==> config.mk <==
export PLATFORM = sky130hd
export DESIGN_NAME = drlp_layer_seq_flat
export DESIGN_NICKNAME = d
export VERILOG_FILES = /design/src/rtl/drlp_layer_seq_pkg.sv /design/src/rtl/drlp_layer_seq_if.sv /design/src/rtl/drlp_layer_seq.sv /design/src/flat_wrapper.sv
export SDC_FILE = /design/constraint.sdc
export NUM_CORES = 1
export LEC_CHECK = 0
export ABC_AREA = 1
export CAP_MARGIN = 20
export CELL_PAD_IN_SITES_DETAIL_PLACEMENT = 1
export CELL_PAD_IN_SITES_GLOBAL_PLACEMENT = 2
export CORE_MARGIN = 3
export CORE_UTILIZATION = 21
export CTS_BUF_LIST = sky130_fd_sc_hd__clkbuf_8
export DETAILED_ROUTE_END_ITERATION = 12
export PLACE_DENSITY_LB_ADDON = 0.1
export REMOVE_ABC_BUFFERS = 1
export SYNTH_ARGS = -nofsm -noshare
export SYNTH_HDL_FRONTEND = slang
export SYNTH_SLANG_ARGS = --single-unit
==> constraint.sdc <==
create_clock -name i_clk -period 2.5 [get_ports i_clk]
set_input_delay 0.5 -clock i_clk [delete_from_list [all_inputs] [get_ports i_clk]]
set_output_delay 0.5 -clock i_clk [all_outputs]
set_load 0.05 [all_outputs]
==> src/rtl/drlp_layer_seq_pkg.sv <==
// Shared DRLP sequencer definitions: state encoding, layer geometry and
// the config register address map used by both sequencer and config block.
package drlp_layer_seq_pkg;

    typedef enum logic [2:0] {
        ST_IDLE,
        ST_LOAD,
        ST_START,
        ST_CLR,
        ST_WAIT,
        ST_DONE
    } seq_state_e;

    localparam int DRLP_CFG_WIDTH       = 32;
    localparam int DRLP_CFG_ADDR_WIDTH  = 3;
    localparam int DRLP_CFG_WORDS       = 6;
    localparam int DRLP_START_ADDR      = 6;
    localparam int DRLP_DESC_ADDR_WIDTH = 10;
    localparam int DRLP_LAYER_WIDTH     = 8;

    // cfg register map: descriptor words land at 0..5, start at 6
    localparam int DRLP_REG_DESC0 = 0;
    localparam int DRLP_REG_DESC5 = DRLP_CFG_WORDS - 1;
    localparam int DRLP_REG_START = DRLP_START_ADDR;

endpackage

==> src/rtl/drlp_layer_seq_if.sv <==
// Host, descriptor-memory and config-bus signals of the layer sequencer.
// master is the sequencer side, slave is the environment side.
interface drlp_layer_seq_if
    import drlp_layer_seq_pkg::*;
#(
    parameter int CFG_WIDTH       = DRLP_CFG_WIDTH,
    parameter int CFG_ADDR_WIDTH  = DRLP_CFG_ADDR_WIDTH,
    parameter int DESC_ADDR_WIDTH = DRLP_DESC_ADDR_WIDTH,
    parameter int LAYER_WIDTH     = DRLP_LAYER_WIDTH
);

    logic                       i_go;
    logic                       i_abort;
    logic [DESC_ADDR_WIDTH-1:0] i_desc_base;
    logic [LAYER_WIDTH-1:0]     i_layer_num;
    logic                       o_desc_rd_en;
    logic [DESC_ADDR_WIDTH-1:0] o_desc_rd_addr;
    logic [CFG_WIDTH-1:0]       i_desc_rd_data;
    logic [CFG_WIDTH-1:0]       o_cfg;
    logic [CFG_ADDR_WIDTH-1:0]  o_cfg_addr;
    logic                       o_cfg_wr_en;
    logic                       i_finish;
    logic                       o_busy;
    logic [LAYER_WIDTH-1:0]     o_layer_idx;
    logic                       o_done;

    modport master (
        input  i_go,
        input  i_abort,
        input  i_desc_base,
        input  i_layer_num,
        output o_desc_rd_en,
        output o_desc_rd_addr,
        input  i_desc_rd_data,
        output o_cfg,
        output o_cfg_addr,
        output o_cfg_wr_en,
        input  i_finish,
        output o_busy,
        output o_layer_idx,
        output o_done
    );

    modport slave (
        output i_go,
        output i_abort,
        output i_desc_base,
        output i_layer_num,
        input  o_desc_rd_en,
        input  o_desc_rd_addr,
        output i_desc_rd_data,
        input  o_cfg,
        input  o_cfg_addr,
        input  o_cfg_wr_en,
        output i_finish,
        input  o_busy,
        input  o_layer_idx,
        input  o_done
    );

endinterface

==> src/rtl/drlp_layer_seq.sv <==
// Multi-layer command sequencer: streams per-layer descriptors onto the
// cfg bus, pulses start, waits for finish, and walks to the next layer.
module drlp_layer_seq
    import drlp_layer_seq_pkg::*;
#(
    parameter int CFG_WIDTH       = DRLP_CFG_WIDTH,
    parameter int CFG_ADDR_WIDTH  = DRLP_CFG_ADDR_WIDTH,
    parameter int CFG_WORDS       = DRLP_CFG_WORDS,
    parameter int START_ADDR      = DRLP_START_ADDR,
    parameter int DESC_ADDR_WIDTH = DRLP_DESC_ADDR_WIDTH,
    parameter int LAYER_WIDTH     = DRLP_LAYER_WIDTH
) (
    input logic              i_clk,
    input logic              i_rst,
    drlp_layer_seq_if.master bus
);

    localparam int CNT_W = $clog2(CFG_WORDS + 1);

    localparam logic [CNT_W-1:0] CNT_LAST =
        CNT_W'(CFG_WORDS);
    localparam logic [CNT_W-1:0] CNT_ONE = CNT_W'(1);
    localparam logic [CFG_ADDR_WIDTH-1:0] START_REG =
        CFG_ADDR_WIDTH'(START_ADDR);
    localparam logic [CFG_WIDTH-1:0] START_SET =
        CFG_WIDTH'(1);
    localparam logic [DESC_ADDR_WIDTH-1:0] PTR_ONE =
        DESC_ADDR_WIDTH'(1);
    localparam logic [LAYER_WIDTH-1:0] IDX_ONE =
        LAYER_WIDTH'(1);

    seq_state_e                 state_q, state_d;
    logic [CNT_W-1:0]           cnt_q, cnt_d;
    logic [DESC_ADDR_WIDTH-1:0] ptr_q, ptr_d;
    logic [LAYER_WIDTH-1:0]     idx_q, idx_d;
    logic [LAYER_WIDTH-1:0]     num_q, num_d;
    logic                       finish_q;
    logic                       abort_q, abort_d;

    logic finish_rise;
    logic last_layer;

    assign finish_rise = bus.i_finish & ~finish_q;
    assign last_layer  = (idx_q == num_q - IDX_ONE);

    always_ff @(posedge i_clk) begin
        if (i_rst) begin
            state_q  <= ST_IDLE;
            cnt_q    <= '0;
            ptr_q    <= '0;
            idx_q    <= '0;
            num_q    <= '0;
            finish_q <= 1'b0;
            abort_q  <= 1'b0;
        end else begin
            state_q  <= state_d;
            cnt_q    <= cnt_d;
            ptr_q    <= ptr_d;
            idx_q    <= idx_d;
            num_q    <= num_d;
            finish_q <= bus.i_finish;
            abort_q  <= abort_d;
        end
    end

    always_comb begin
        state_d = state_q;
        cnt_d   = cnt_q;
        ptr_d   = ptr_q;
        idx_d   = idx_q;
        num_d   = num_q;
        abort_d = 1'b0;
        unique case (state_q)
            ST_IDLE: begin
                if (bus.i_go && !bus.i_abort) begin
                    ptr_d = bus.i_desc_base;
                    num_d = bus.i_layer_num;
                    idx_d = '0;
                    cnt_d = '0;
                    if (bus.i_layer_num == '0)
                        state_d = ST_DONE;
                    else
                        state_d = ST_LOAD;
                end
            end
            ST_LOAD: begin
                if (bus.i_abort) begin
                    state_d = ST_IDLE;
                end else if (cnt_q < CNT_LAST) begin
                    ptr_d = ptr_q + PTR_ONE;
                    cnt_d = cnt_q + CNT_ONE;
                end else begin
                    state_d = ST_START;
                end
            end
            // an abort here still passes through CLR so start drops
            ST_START: begin
                state_d = ST_CLR;
                abort_d = bus.i_abort;
            end
            ST_CLR: begin
                if (abort_q || bus.i_abort)
                    state_d = ST_IDLE;
                else
                    state_d = ST_WAIT;
            end
            ST_WAIT: begin
                if (bus.i_abort) begin
                    state_d = ST_IDLE;
                end else if (finish_rise) begin
                    if (last_layer) begin
                        state_d = ST_DONE;
                    end else begin
                        idx_d   = idx_q + IDX_ONE;
                        cnt_d   = '0;
                        state_d = ST_LOAD;
                    end
                end
            end
            ST_DONE: state_d = ST_IDLE;
            default: state_d = ST_IDLE;
        endcase
    end

    always_comb begin
        bus.o_desc_rd_en   = 1'b0;
        bus.o_desc_rd_addr = '0;
        bus.o_cfg_wr_en    = 1'b0;
        bus.o_cfg_addr     = '0;
        bus.o_cfg          = '0;
        bus.o_done         = 1'b0;
        bus.o_busy         = (state_q != ST_IDLE);
        bus.o_layer_idx    = idx_q;
        unique case (state_q)
            // read of word n overlaps the cfg write of word n-1
            ST_LOAD: begin
                bus.o_desc_rd_en   = (cnt_q < CNT_LAST);
                bus.o_desc_rd_addr = ptr_q;
                bus.o_cfg_wr_en    = (cnt_q != '0);
                bus.o_cfg_addr     =
                    CFG_ADDR_WIDTH'(cnt_q - CNT_ONE);
                bus.o_cfg          = bus.i_desc_rd_data;
            end
            ST_START: begin
                bus.o_cfg_wr_en = 1'b1;
                bus.o_cfg_addr  = START_REG;
                bus.o_cfg       = START_SET;
            end
            ST_CLR: begin
                bus.o_cfg_wr_en = 1'b1;
                bus.o_cfg_addr  = START_REG;
                bus.o_cfg       = '0;
            end
            ST_DONE: bus.o_done = 1'b1;
            default: ;
        endcase
    end

endmodule

==> src/flat_wrapper.sv <==
// flat-port wrapper written by rule: the top's interface ports become plain ports
module drlp_layer_seq_flat import drlp_layer_seq_pkg::*;
#(
    parameter int CFG_WIDTH       = DRLP_CFG_WIDTH,
    parameter int CFG_ADDR_WIDTH  = DRLP_CFG_ADDR_WIDTH,
    parameter int CFG_WORDS       = DRLP_CFG_WORDS,
    parameter int START_ADDR      = DRLP_START_ADDR,
    parameter int DESC_ADDR_WIDTH = DRLP_DESC_ADDR_WIDTH,
    parameter int LAYER_WIDTH     = DRLP_LAYER_WIDTH
)
  (i_clk, i_rst, bus_i_go, bus_i_abort, bus_i_desc_base, bus_i_layer_num, bus_o_desc_rd_en, bus_o_desc_rd_addr, bus_i_desc_rd_data, bus_o_cfg, bus_o_cfg_addr, bus_o_cfg_wr_en, bus_i_finish, bus_o_busy, bus_o_layer_idx, bus_o_done);
  drlp_layer_seq_if #(.CFG_WIDTH(CFG_WIDTH), .CFG_ADDR_WIDTH(CFG_ADDR_WIDTH), .DESC_ADDR_WIDTH(DESC_ADDR_WIDTH), .LAYER_WIDTH(LAYER_WIDTH)) bus_i ();
  input logic i_clk;
  input logic i_rst;
  input wire logic [$bits(bus_i.i_go)-1:0] bus_i_go;
  input wire logic [$bits(bus_i.i_abort)-1:0] bus_i_abort;
  input wire logic [$bits(bus_i.i_desc_base)-1:0] bus_i_desc_base;
  input wire logic [$bits(bus_i.i_layer_num)-1:0] bus_i_layer_num;
  output wire logic [$bits(bus_i.o_desc_rd_en)-1:0] bus_o_desc_rd_en;
  output wire logic [$bits(bus_i.o_desc_rd_addr)-1:0] bus_o_desc_rd_addr;
  input wire logic [$bits(bus_i.i_desc_rd_data)-1:0] bus_i_desc_rd_data;
  output wire logic [$bits(bus_i.o_cfg)-1:0] bus_o_cfg;
  output wire logic [$bits(bus_i.o_cfg_addr)-1:0] bus_o_cfg_addr;
  output wire logic [$bits(bus_i.o_cfg_wr_en)-1:0] bus_o_cfg_wr_en;
  input wire logic [$bits(bus_i.i_finish)-1:0] bus_i_finish;
  output wire logic [$bits(bus_i.o_busy)-1:0] bus_o_busy;
  output wire logic [$bits(bus_i.o_layer_idx)-1:0] bus_o_layer_idx;
  output wire logic [$bits(bus_i.o_done)-1:0] bus_o_done;
  assign bus_i.i_go = bus_i_go;
  assign bus_i.i_abort = bus_i_abort;
  assign bus_i.i_desc_base = bus_i_desc_base;
  assign bus_i.i_layer_num = bus_i_layer_num;
  assign bus_o_desc_rd_en = bus_i.o_desc_rd_en;
  assign bus_o_desc_rd_addr = bus_i.o_desc_rd_addr;
  assign bus_i.i_desc_rd_data = bus_i_desc_rd_data;
  assign bus_o_cfg = bus_i.o_cfg;
  assign bus_o_cfg_addr = bus_i.o_cfg_addr;
  assign bus_o_cfg_wr_en = bus_i.o_cfg_wr_en;
  assign bus_i.i_finish = bus_i_finish;
  assign bus_o_busy = bus_i.o_busy;
  assign bus_o_layer_idx = bus_i.o_layer_idx;
  assign bus_o_done = bus_i.o_done;
  drlp_layer_seq #(.CFG_WIDTH(CFG_WIDTH), .CFG_ADDR_WIDTH(CFG_ADDR_WIDTH), .CFG_WORDS(CFG_WORDS), .START_ADDR(START_ADDR), .DESC_ADDR_WIDTH(DESC_ADDR_WIDTH), .LAYER_WIDTH(LAYER_WIDTH)) u_core (.i_clk(i_clk), .i_rst(i_rst), .bus(bus_i));
endmodule
* After elaboration in Yosys (flattened, before gate mapping)
Index checks and enable logic that the tools add are counted.
** Word-level totals
- Flip-flop bits (word level) :: 34
- Bits of input ports :: 55
** Operators by class
- Order comparisons :: 1
- $add $sub $neg :: 5
- Muxes and demuxes :: 31
- Eq/ne operators :: 14
- Reduce and logical (&&, ||, !) cells :: 17
- Bitwise logic cells :: 3
** Operator list (count)
- 32-bit case mux with 2 select lines :: 1
- 3-bit two-way mux :: 14
- 10-bit two-way mux :: 4
- 8-bit two-way mux :: 4
- 10-bit case mux with 2 select lines :: 1
- 8-bit case mux with 2 select lines :: 1
- 3-bit case mux with 5 select lines :: 1
- 10-bit by 1-bit adder with 10-bit output (second input constant) :: 1
- 3-bit case mux with 3 select lines :: 1
- 3-bit nonzero test :: 3
- 8-bit by 1-bit adder with 8-bit output (second input constant) :: 1
- 8-bit == test :: 1
- 8-bit logical NOT :: 1
- 8-bit by 1-bit subtractor with 8-bit output (second input constant) :: 1
- 7-bit AND reduction :: 1
- 3-bit by 2-bit == test with 1-bit output (second input constant) :: 2
- 3-bit == test (second input constant) :: 2
- 2-bit by 1-bit inequality test with 1-bit output (second input constant) :: 3
- 2-bit inequality test (second input constant) :: 3
- 3-bit case mux with 2 select lines :: 1
- 5-bit AND reduction :: 1
- 4-bit AND reduction :: 1
- 2-bit nonzero test :: 2
- 2-bit OR reduction :: 2
- 16 further kinds :: 18

* Longest topological paths before layout
Gate-level depths: netlist of the first run.
- Depth after elaboration :: 6
- Depth in mapped cells :: 17
- Depth with buffers taken out :: 17

* Worst setup path before layout of the first run
OpenSTA, ideal clock, no wires.
- Path kind :: reg2out
- Start :: reg u_core.state_q[0]
- End :: out bus_o_cfg_addr[2]
- Path buffers :: 2
- Data required time :: 2.000 ns
- Stages on the path, launching flop included :: 7
- Slack :: -0.140 ns
- Data arrival time :: 2.140 ns
- Cells stage by stage :: dfxtp_1 -> inv_2 -> nor2_2 -> nand2_1 -> buf_2 -> buf_1 -> o31ai_1
** Between the ends
- Word-level cells in the longest chain between the ends :: 3
- Elaborated cells on any way between the ends :: 5
- Classes of those cells :: eq/ne: 3; mux: 1; reduce/logical: 1
** Ends and longest elaborated chain
- start: declaration :: RTL line drlp_layer_seq.sv:32 : seq_state_e state_q, state_d;
- start signal: assignment :: RTL line drlp_layer_seq.sv:56 : state_q <= state_d;
- 3-bit by 2-bit == test with 1-bit output :: RTL line drlp_layer_seq.sv:134 : unique case (state_q)
- 2-bit OR reduction (no line)
- 3-bit case mux with 2 select lines (*) :: RTL line drlp_layer_seq.sv:134
- end: declaration :: RTL line flat_wrapper.sv:23 : output wire logic [$bits(bus_i.o_cfg_addr)-1:0] bus_o_cfg_addr;
Every way passes the cells marked *; elsewhere a longest branch is shown, timed or not.

* Worst setup path after layout of the first run
- Start :: reg u_core.state_q[0]
- End :: out bus_o_cfg[29]
** Between the ends
- Word-level cells in the longest chain between the ends :: 2
- Elaborated cells on any way between the ends :: 3
- Classes of those cells :: eq/ne: 2; mux: 1
** Ends and longest elaborated chain
- 3-bit by 2-bit == test with 1-bit output or 3-bit by 1-bit == test with 1-bit output (tied branches) :: RTL line drlp_layer_seq.sv:134
- 32-bit case mux with 2 select lines (*) :: RTL line drlp_layer_seq.sv:134
- end: declaration :: RTL line flat_wrapper.sv:22 : output wire logic [$bits(bus_i.o_cfg)-1:0] bus_o_cfg;
Marks and branches as above.

==> results of run 1 <==
==> critical path, cell delays in order, from the launching register on <==
cell and delay (ns):
dfxtp_1 0.33, inv_2 0.06, nor2_2 0.11, nand2_2 0.23
buf_4 0.31, nor2_1 0.21, buf_12 0.17
==> layout make-up <==
type	count	area share, %
Clock inverter	2	0.2173
Multi-Input combinational cell	285	35.54
Clock buffer	6	2.048
Inverter	83	7.728
Sequential cell	34	16.88
Tap cell	143	4.438
Timing Repair Buffer	119	33.15
==> flip-flops by register name, summed over array words and instances (netlist names) <==
| register | flops |
|---|---|
| u_core.bus.o_layer_idx | 8 |
| u_core.abort_q | 1 |
| u_core.finish_q | 1 |
| u_core.ptr_q | 10 |
| u_core.state_q | 3 |
| u_core.num_q | 8 |
| u_core.cnt_q | 3 |
==> per-stage QoR <==
stage | util [%] | hold WS [ns] | setup TNS, ns | power [W] | instance area (um2)
3_3_place_gp | 34.36 | 0.4531 | 0 | 0.001650 | 3940
3_5_place_dp | 34.36 | 0.4629 | 0 | 0.001662 | 3940
6_report | 35.16 | 0.4692 | 0 | 0.002077 | 4031
2_1_floorplan | - | 0.4340 | -9.636 | 0.001220 | 2422
5_1_grt | 35.16 | 0.5173 | 0 | 0.002212 | 4031
4_1_cts | 35.16 | 0.4746 | 0 | 0.002109 | 4031
==> Yosys cell counts, types with 4 or more instances <==
library cell / n / area (um2)
nor2_1: 74 / 277.8
ha_1: 6 / 75.07
nand2_1: 71 / 266.5
inv_1: 77 / 289.0
nor3_1: 5 / 25.02
clkbuf_1: 9 / 33.78
nand2_2: 4 / 25.02
a21oi_1: 30 / 150.1
nand3_1: 30 / 150.1
dfxtp_1: 34 / 680.7
nor2_2: 5 / 31.28
inv_2: 6 / 22.52
o21ai_0: 23 / 115.1
xnor2_1: 6 / 52.55
==> path summary, 6_finish.rpt <==
path,endpoint,slack [ns],depth (start not counted)
hold / removal,u_core.ptr_q[9]$_SDFFE_PP0P_,0.47,2
hold reg to reg,u_core.ptr_q[9]$_SDFFE_PP0P_,0.47,2
setup reg to reg,u_core.cnt_q[1]$_SDFFE_PP0P_,0.49,15
setup / recovery,bus_o_cfg[29],0.29,6
==> cells by family after synthesis <==
logic type / count (synthesis) / share of synthesized area, %
xor+xnor: 8 / 2.821
simple gates: 198 / 34.31
compound gates: 73 / 17.43
buf+inv: 96 / 15.01
fa+ha+maj: 6 / 3.023
flops: 34 / 27.41
==> layer usage <==
layer,track usage (%),routed length [um]
met1,17.65,4234
met2,23.17,4218
met3,3.316,503
met4,2.582,80
met5,0,0
==> power breakdown <==
group          internal (W)  switching [W]
sequential         0.000591      0.0000386
combinational      0.000395       0.000612
clock              0.000219       0.000222
total               0.00120       0.000872
==> flow_metrics.tcl, run 1 <==
set metrics [dict create \
    drv_cap 0 \
    cts.clk_slew.worst_paths_ns 0.07 \
    cts.sink_count 34 \
    layout.nets 589 \
    die_w_um 114.8 \
    yosysSeqAreaShare_pct 27.41 \
    arrival_ns 1.71 \
    ctsResizeCount 0 \
    antenna_left 0 \
    n_antenna_cell 0 \
    syn2layout_area_growth_pct 62.32 \
    layout_commonest_cell "inv_1" \
    gp_congestion 0.7514 \
    viasPerCell 4.397 \
    grtUsageTotal_pct 13.60 \
    grt_max_degree 27 \
    stdcell_count 672 \
    final_cell_mix "78 x inv_1, 74 x nor2_1, 70 x nand2_1, 62 x clkdlybuf4s50_1" \
    grt_pass1_wl_um 14630 \
    min_period_ns 2.208 \
    drt_iter0_markers 85 \
    maxSlewHeadroom_pct 60.42 \
    io_buffers 111 \
    fillers 1455 \
    dieHeight_um 114.8 \
    r2r-start "u_core.num_q[0]$_SDFFE_PP0P_" \
    dieArea_um2 13170 \
    io_pins 112 \
    postCtsHoldBufs 0 \
    grt_setup_unrepaired "false" \
    core-area_um2 11470 \
    wl_per_cell_um 13.45 \
    seqCellArea_um2 680.7 \
    routed_wl_um 9037 \
    clk_latency_ns 0.29 \
    first_pass_iters 4 \
    ys_types 39 \
    clockBufferDepth 2 \
    dp_hpwl_um 7313 \
    timing.critical_path.required_ns 2.00 \
    cp_max_fo 26 \
    irDropWorstVdd_uv 181.2 \
    place_ws_ns 0.2036 \
    slew_violations 0 \
    cts_root_buf "clkbuf_8" \
    dr_total_vias 2955 \
    p_per_area_nw_per_um2 515.2 \
    grt_pass1_vias 3047 \
    p_leak_nw 1.806 \
    ys_async_sr_fraction_pct 0 \
    period_share_pct 88.31 \
    cts_tree "yes" \
    syn_area_um2 2484 \
    htreeDepth 2 \
    multiInputGateArea_um2 1433 \
    hold_viol 0 \
    dp.cells 664 \
    synth-edff-count 0 \
    ys.flop_type "dfxtp_1" \
    min_from "u_core.ptr_q[9]$_SDFFE_PP0P_" \
    tightest_slew_ns 0.5931 \
    finalClockSkew_ns 0.006188 \
    post-cts-setup-buffer-count 0 \
    worstSetupStartpoint "u_core.state_q[0]$_SDFFE_PP0P_" \
    final_layout_size_suffix_gt1_share_pct 16.82 \
    rows 39 \
    fmax_mhz 452.9 \
    setup_ws_ns 0.2921 \
    cp-start-kind "flip-flop" \
    numCtsBuffers 5 \
    drc 0 \
    end_kind "output port" \
    gr-total-overflow 0 \
    synth-seq-cells 34 \
    postSynthAreaPerCell_um2 5.985 \
    status "completed" \
    antenna_found_initial 0 \
    ys_warn_count 0 \
    syn_inst 415 \
    worstSetupPathType "reg -> out" \
    finalSetupViolations 0 \
    initial_core_util_pct 21.66 \
    hold_class "reg -> reg" \
]
(Power assumes the default switching activity.)
==> run 2, diff against run 1 <==
- SETUP_SLACK_MARGIN: not set -> 0.15
- SLEW_MARGIN: not set -> 20
==> run 2 against run 1 <==
Sequential power about the same; via count barely moved; routed wire length hardly changed; non-clock buffer count unchanged; cell area is 0.12% higher; sequential cell count stayed put; critical path depth is the same; count of clock-buffer cells in the layout unchanged; sequential share of layout area about the same; hold slack barely moved; worst setup slack better by 0.038 ns; register-to-register slack barely moved; critical endpoint is now bus_o_cfg_addr[2].
==> flow_metrics.tcl, run 2 (synthesis results as in run 1) <==
set metrics [dict create \
    status "completed" \
    numCtsBuffers 5 \
    drt_iter0_markers 84 \
    timing.critical_path.required_ns 2.00 \
    arrival_ns 1.67 \
    dp_hpwl_um 7313 \
    finalClockSkew_ns 0.006188 \
    seqCellArea_um2 680.7 \
    cts.clk_slew.worst_paths_ns 0.07 \
    layout.nets 589 \
    crit_family "compound AO/OA/AOI/OAI gates" \
    initial_core_util_pct 21.66 \
    cp-start-kind "flip-flop" \
    htreeDepth 2 \
    multiInputGateArea_um2 1438 \
    dieArea_um2 13170 \
    io_pins 112 \
    hold_class "reg -> reg" \
    min_period_ns 2.170 \
    p_per_area_nw_per_um2 515.0 \
    io_buffers 111 \
    layout_commonest_cell "inv_1" \
    grt_pass1_vias 3047 \
    finalSetupViolations 0 \
    cp_common_cell "inv_1" \
    largest-register "u_core.ptr_q" \
    grt_pass1_wl_um 14630 \
    final_cell_mix "78 x inv_1, 74 x nor2_1, 70 x nand2_1, 62 x clkdlybuf4s50_1" \
    cpMaxStageDelayCell "o31ai_1" \
    tightest_slew_ns 0.5922 \
    postLayoutCoreUtil_pct 35.20 \
    irDropWorstVdd_uv 181.2 \
    worstSetupPathType "reg -> out" \
    antenna_found_initial 0 \
    maxSlewHeadroom_pct 60.48 \
    cts_tree "yes" \
    p_leak_nw 1.808 \
    cp.buffers_inverters 3 \
    cts_root_buf "clkbuf_8" \
    viasPerCell 4.400 \
    grtUsageTotal_pct 13.60 \
    final_layout_size_suffix_gt1_share_pct 16.82 \
    clk_latency_ns 0.29 \
    fillers 1455 \
    gp_congestion 0.7514 \
    critPathMaxStageDelay_ns 0.41 \
    slew_violations 0 \
    drv_cap 0 \
    cts.sink_count 34 \
    drc 0 \
    die_w_um 114.8 \
    first_pass_iters 4 \
    antenna_left 0 \
    largest_reg_flops 10 \
    core-area_um2 11470 \
    postPlaceCellArea_um2 3940 \
    syn2layout_area_growth_pct 62.52 \
    rows 39 \
    dr_total_vias 2957 \
    dieHeight_um 114.8 \
    path_cells "inv_1 > ha_1 > nand2_1 > inv_1 > o31ai_1 > buf_12" \
    fmax_mhz 460.9 \
    end_kind "output port" \
    gr-total-overflow 0 \
    setup_ws_ns 0.3303 \
    cp_max_fo 4 \
    n_antenna_cell 0 \
    period_share_pct 86.79 \
    grt_setup_unrepaired "false" \
    wl_per_cell_um 13.45 \
    grt_max_degree 27 \
    hold_viol 0 \
    place_ws_ns 0.2036 \
    clockBufferDepth 2 \
    post-cts-setup-buffer-count 0 \
    holdWs_ns 0.4689 \
    routed_wl_um 9039 \
    fin_area_um2 4036 \
]
[run 2: worst register-to-register path, delay by kind of cell (launching register included)]
family / cells / cell delay, ns
xor+xnor: 1 / 0.13
simple gates: 11 / 0.90
compound gates: 1 / 0.07
fa+ha+maj: 1 / 0.33
flops: 1 / 0.37
buf+inv: 1 / 0.12
[run 2: report_power, final]
| group | switching, W | internal (W) | total, W |
|---|---|---|---|
| clock | 0.000222 | 0.000219 | 0.000440 |
| sequential | 0.0000385 | 0.000591 | 0.000630 |
| combinational | 0.000613 | 0.000396 | 0.00101 |
[run 2: metal layers]
layer  track usage [%]  up-vias  share of wire [%]
li1                  -     1520                  -
met1             17.65     1365                 47
met2             23.17       66                 47
met3             3.316        6                5.6
met4             2.582        0               0.89
met5                 0        -                  0
[run 2: cell type report]
class	instances	area share, %
multi-input cells	285	35.62
repair buffers	119	33.11
flip-flops and latches	34	16.86
inverters	83	7.719
well taps	143	4.433
clock buffers	6	2.046
clock inverters	2	0.2170
[run 2: what timing repair did]
action	4_1_cts	5_1_grt
gates resized for setup	0	1
hold buffers	0	0
endpoints found under the setup margin	0	18
[run 2: stage by stage]
step | std cells | TNS (ns) | total power, W
final | 672 | 0 | 0.002079
after global routing | 672 | 0 | 0.002214
after CTS | 672 | 0 | 0.002109
after detailed placement | 664 | 0 | 0.001662
after global placement | 664 | 0 | 0.001650
after floorplan | 402 | -9.636 | 0.001220
[run 2: final timing paths]
check                               startpoint                           end  slack, ns  depth (start not counted)
setup / recovery  u_core.cnt_q[1]$_SDFFE_PP0P_             bus_o_cfg_addr[2]       0.33                          6
hold / removal    u_core.ptr_q[9]$_SDFFE_PP0P_  u_core.ptr_q[9]$_SDFFE_PP0P_       0.47                          2
setup reg to reg  u_core.num_q[0]$_SDFFE_PP0P_  u_core.cnt_q[1]$_SDFFE_PP0P_       0.49                         15
hold reg to reg   u_core.ptr_q[9]$_SDFFE_PP0P_  u_core.ptr_q[9]$_SDFFE_PP0P_       0.47                          2
==> run 3, diff against run 2 <==
- CTS_CLUSTER_SIZE: not set -> 40
- SKIP_CTS_REPAIR_TIMING: not set -> 1
- TNS_END_PERCENT: not set -> 1
==> results of run 3 <==
Final layout, timing and power as in run 2 (identical DEF).
